## config.mk

```make
export PLATFORM = sky130hd
export DESIGN_NAME = divclk_prog
export DESIGN_NICKNAME = d
export VERILOG_FILES = /design/src/rtl/divclk_prog.sv
export SDC_FILE = /design/constraint.sdc
export NUM_CORES = 1
export LEC_CHECK = 0
export CAP_MARGIN = 40
export CORE_MARGIN = 2
export CORE_UTILIZATION = 53
export CTS_BUF_LIST = sky130_fd_sc_hd__clkbuf_16
export CTS_CLUSTER_SIZE = 14
export DETAILED_ROUTE_END_ITERATION = 10
export HOLD_SLACK_MARGIN = 0.12
export PLACE_DENSITY = 0.74
export SLEW_MARGIN = 5
export SYNTH_ARGS = -nofsm -noshare
export SYNTH_HDL_FRONTEND = slang
export SYNTH_SLANG_ARGS = --single-unit
```

## constraint.sdc

```tcl
create_clock -name iclk -period 12.4 [get_ports iclk]
set_clock_uncertainty 0.15 [all_clocks]
set_input_delay 2.48 -clock iclk [delete_from_list [all_inputs] [get_ports iclk]]
set_output_delay 2.48 -clock iclk [all_outputs]
set_load 0.03 [all_outputs]
```

## src/rtl/divclk_prog.sv

```systemverilog
// rtl/divclk_prog.sv - runtime-programmable integer clock divider with tick strobe
module divclk_prog #(
  parameter int DIV_W       = 16,
  parameter int DIV_DEFAULT = 9
) (
  input  logic             iclk,
  input  logic             rst,
  input  logic             en,
  input  logic             sync,
  input  logic             div_wr,
  input  logic [DIV_W-1:0] div_in,
  output logic             oclk,
  output logic             tick,
  output logic [DIV_W-1:0] div_cur,
  output logic             div_pend
);

  typedef enum logic {
    ST_IDLE = 1'b0,
    ST_RUN  = 1'b1
  } state_t;

  localparam logic [DIV_W-1:0] DIV_RST = DIV_W'(DIV_DEFAULT);
  localparam logic [DIV_W-1:0] ONE     = DIV_W'(1);

  state_t           state, state_n;
  logic [DIV_W-1:0] cnt, cnt_n;
  logic [DIV_W-1:0] div_cur_n;
  logic [DIV_W-1:0] div_nxt, div_nxt_n;
  logic             div_pend_n;

  logic [DIV_W-1:0] div_in_cl;
  logic [DIV_W-1:0] last_ph;
  logic             boundary;
  logic [DIV_W:0]   half_n;
  logic             oclk_n;
  logic             tick_n;

  // A zero divisor would never wrap, so it is treated as divide-by-one.
  assign div_in_cl = (div_in == '0) ? ONE : div_in;
  assign last_ph   = div_cur - ONE;
  // sync restarts the period even mid-way; the natural wrap is the other boundary.
  assign boundary  = sync || (cnt == last_ph);

  // State register: idle/run, cleared asynchronously.
  always_ff @(posedge iclk or posedge rst) begin
    if (rst) begin
      state <= ST_IDLE;
    end else begin
      state <= state_n;
    end
  end

  // Next-state, phase counter and divisor bookkeeping.
  always_comb begin
    state_n    = state;
    cnt_n      = cnt;
    div_cur_n  = div_cur;
    div_nxt_n  = div_nxt;
    div_pend_n = div_pend;
    case (state)
      ST_IDLE: begin
        // While stopped there is no period to protect, so writes apply at once.
        if (div_wr) begin
          div_cur_n = div_in_cl;
        end
        cnt_n = '0;
        if (en) begin
          state_n = ST_RUN;
        end
      end
      ST_RUN: begin
        if (!en) begin
          // Stopping truncates the period; a write here still waits for a boundary.
          state_n = ST_IDLE;
          cnt_n   = '0;
          if (div_wr) begin
            div_nxt_n  = div_in_cl;
            div_pend_n = 1'b1;
          end
        end else if (boundary) begin
          cnt_n = '0;
          if (div_wr) begin
            // A write landing on the boundary itself wins over any older pending value.
            div_cur_n  = div_in_cl;
            div_nxt_n  = div_in_cl;
            div_pend_n = 1'b0;
          end else if (div_pend) begin
            div_cur_n  = div_nxt;
            div_pend_n = 1'b0;
          end
        end else begin
          cnt_n = cnt + ONE;
          if (div_wr) begin
            div_nxt_n  = div_in_cl;
            div_pend_n = 1'b1;
          end
        end
      end
      default: begin
        state_n = ST_IDLE;
        cnt_n   = '0;
      end
    endcase

    // Outputs are decoded from the next state so the registered copies line up
    // with the phase counter in the cycle they are visible.
    half_n = ({1'b0, div_cur_n} + (DIV_W+1)'(1)) >> 1;
    oclk_n = (state_n == ST_RUN) && ({1'b0, cnt_n} < half_n);
    tick_n = (state_n == ST_RUN) && (cnt_n == (div_cur_n - ONE));
  end

  // Datapath and registered outputs; reset aborts the period and drops any pending divisor.
  always_ff @(posedge iclk or posedge rst) begin
    if (rst) begin
      cnt      <= '0;
      div_cur  <= DIV_RST;
      div_nxt  <= DIV_RST;
      div_pend <= 1'b0;
      oclk     <= 1'b0;
      tick     <= 1'b0;
    end else begin
      cnt      <= cnt_n;
      div_cur  <= div_cur_n;
      div_nxt  <= div_nxt_n;
      div_pend <= div_pend_n;
      oclk     <= oclk_n;
      tick     <= tick_n;
    end
  end

endmodule

```

==> results.toml <==
[critical_path]
worstPathMaxFanout = 22
critPathTopFamily = "simple AND/OR/NAND/NOR gates"
crit_cells = 21
crit_type = "primary input to flip-flop"
cp_cell_sequence = "clkdlybuf4s50_1, nand3_1, or3_1, a21oi_1, a311oi_1, nand4_1, ha_1, nand2_1, nor2_1, nand4_1, xnor2_1, ha_1, a21o_1, a21oi_1, nor2b_1, o21ai_0, nand2b_1, a21oi_1, nor2b_1, o21ai_0, nor4bb_1"
cp_data_arrival_time_ns = 7.49
crit_buf_inv = 1
cp_common_cell = "a21oi_1"
r2r_start = "div_cur[4]"
end_kind = "flip-flop"
worstPathRequired_ns = 12.45
ff2ff_setup_slack_ns = 6.13
slowest_stage = "clkdlybuf4s50_1"
r2r_end = "oclk"
r2r_cells = 22
critPathMaxStageDelay_ns = 1.02
cp-start-kind = "primary input"

[synthesis]
synth_top_area_share_pct = 25.74
synth_cells = 556
synth_top_flop_cell = "dfrtp_1"
synth_area_leader_cell = "dfrtp_1"
yosysMostFrequentCell = "nor2_1"
synth_nets = 596
synth-seq-cells = 52
synthTopCellsByCount = "nor2_1, dfrtp_1, nand2_1"
synth_edf_count = 0
synth.yosys.seq_area_share_pct = 27.99
synth_area_leaders = "dfrtp_1, xnor2_1, mux2i_1"
synth_area_per_cell_um2 = 8.394
yosysWarnings = 0
syn-cell-area_um2 = 4667
async_reset_ff_share_pct = 100.0
ys_types = 75

[detailed_routing]
routed_wl_um = 13780
viasPerCell = 6.518
dr.pass1.iters = 5
post_drt_wl_per_cell_um = 20.30
drt_iter0_drc = 411
drc_errors = 0
ant_nets = 0
num_vias = 4426

[global_route]
grt_pass1_vias = 4327
grt_usage_pct = 29.18
grt_max_degree = 53
grt_overflow_total = 0
grt_pass1_wl_um = 22660
antenna_found_initial = 0

[job]
drv_cap = 0

[clocking]
hold_buffers = 0
cts_tree = "yes"
cts.sinks = 52
clock_path_buffers = 2
cts_setup_buffers = 0
cts-resized-gates = 0
cts_max_level = 2
path_clk_slew_ns = 0.08
ctsRootBufferMaster = "clkbuf_16"
clk_latency_ns = 0.30
numCtsBuffers = 5

[placement]
place_congestion = 0.9495
place_hpwl_um = 10320
port-buffer-count = 39

[hold_path]
min_to = "div_nxt[0]"
hp-start = "div_nxt[0]"
worstHoldPathCells = 2
hp-class = "flip-flop to flip-flop"

[power_and_ir_drop]
pwr-share-seq_pct = 37.3
clockPowerShare_pct = 24.4
p_leak_nw = 2.057
totalPowerFinal_mw = 0.5989
max-vdd-ir-drop_uv = 86.31
power_density_nw_per_um2 = 114.6
internal_power_mw = 0.3613
p_comb_share_pct = 38.2
power_switching_mw = 0.2377
p_sw_share_pct = 39.68

[sta]
rsz0062_at_grt = "no"
finalCriticalPeriod_ns = 7.438
fin_setup_tns_ns = 0
min_period_over_period_pct = 59.98
slew_headroom_pct = 38.80
setup_viol_count_final = 0
finalHoldViolCount = 0
drv_slew = 0
max_freq_ghz = 0.1344
worst_slew_pin_slew_ns = 0.9179

[run_status]
status = "finished, final reports clean"

[floorplan]
rows = 34
die_y_um = 97.84
initial_utilization_pct = 54.04
ios = 40
fp.dieW_um = 97.84
dieArea_um2 = 9573
core_um2 = 8636

[cells_and_area]
fillers = 750
fin_nets = 610
areaGrowthSynthToFinish_pct = 11.96
drive_gt1_share_pct = 8.757
insertedDiodeCount = 0
[how the worst max path moves through the flow]
stage          slack [ns]    to  startpoint
6_report             4.96  oclk          en
3_3_place_gp         4.89  oclk          en
5_1_grt              4.64  oclk          en
3_5_place_dp         4.76  oclk          en
4_1_cts              5.08  oclk          en
2_1_floorplan        5.98  oclk      div_wr
[tightest hold or removal path, delay by kind of cell (launching register included)]
| kind | cells | cell delay (ns) |
|---|---|---|
| DFF | 1 | 0.39 |
| AOI/OAI and AO/OA | 1 | 0.07 |
| and+or+nand+nor | 1 | 0.05 |
[registers in the layout, summed over array words and instances (netlist names)]
signal    count
cnt          16
div_cur      16
div_nxt      16
div_pend      1
oclk          1
state         1
tick          1
[cells by family (layout without fill, tap and decap cells)]
kind of cell / Yosys count / after routing / share of synthesized area [%]
fa+ha+maj: 19 / 19 / 5.094
xor+xnor: 63 / 63 / 12.12
buf+inv: 54 / 69 / 5.093
mux: 40 / 40 / 9.008
flops: 52 / 52 / 27.99
simple gates: 207 / 207 / 22.79
compound gates: 121 / 121 / 17.91
[layout make-up]
| type | count | area, µm² | area share (%) |
|---|---|---|---|
| clock buffer | 5 | 125.1 | 2.395 |
| clock inverter | 3 | 27.53 | 0.5268 |
| inverter | 18 | 67.56 | 1.293 |
| multi-input combinational | 450 | 3123 | 59.77 |
| sequential | 52 | 1306 | 25.00 |
| tap | 108 | 135.1 | 2.586 |
| timing repair buffer | 43 | 440.4 | 8.429 |
[power by group through the flow]
stage	Clock (mW)	Combinational, mW	Sequential [mW]
after floorplan	0	0.156	0.222
after global placement	0	0.216	0.227
after detailed placement	0	0.225	0.226
after CTS	0.149	0.226	0.223
after global routing	0.154	0.249	0.227
final	0.146	0.229	0.224
[per-layer routing]
layer	GRT usage (%)	routed length (µm)
met1	41.30	6013
met2	44.57	6307
met3	5.225	1088
met4	11.11	374
met5	0	0
[metrics by stage]
stage	utilization [%]	setup WS (ns)	hold slack, ns	instances	cell area (µm²)
after floorplan	-	5.977	0.3178	556	4667
after global placement	58.42	4.891	0.3382	670	5045
after detailed placement	58.74	4.758	0.3479	671	5072
after CTS	60.50	5.079	0.3649	679	5225
after global routing	60.50	4.636	0.3875	679	5225
final	60.50	4.962	0.3608	679	5225
[cell usage in the layout (no fill, tap or decap), drive strengths merged, types with 4 or more instances in the layout]
| cell | instances |
|---|---|
| buf | 4 |
| or2 | 5 |
| nand3 | 14 |
| ha | 19 |
| or4 | 7 |
| nand2 | 48 |
| mux2i | 24 |
| dfrtp | 48 |
| nor4 | 10 |
| a21boi | 4 |
| xnor2 | 37 |
| nor3 | 13 |
| o21a | 4 |
| clkdlybuf4s50 | 39 |
| a31oi | 4 |
| xor2 | 25 |
| and3 | 4 |
| dfstp | 4 |
| nand2b | 8 |
| nor2b | 7 |
| a211oi | 5 |
| or3 | 8 |
| nand4 | 15 |
| clkbuf | 5 |
| mux2 | 16 |
| o21ai | 35 |
| o22ai | 9 |
| a21oi | 22 |
| inv | 19 |
| nor2 | 52 |
| a2111oi | 6 |
No activity file was read; power rests on OpenSTA's default activity.
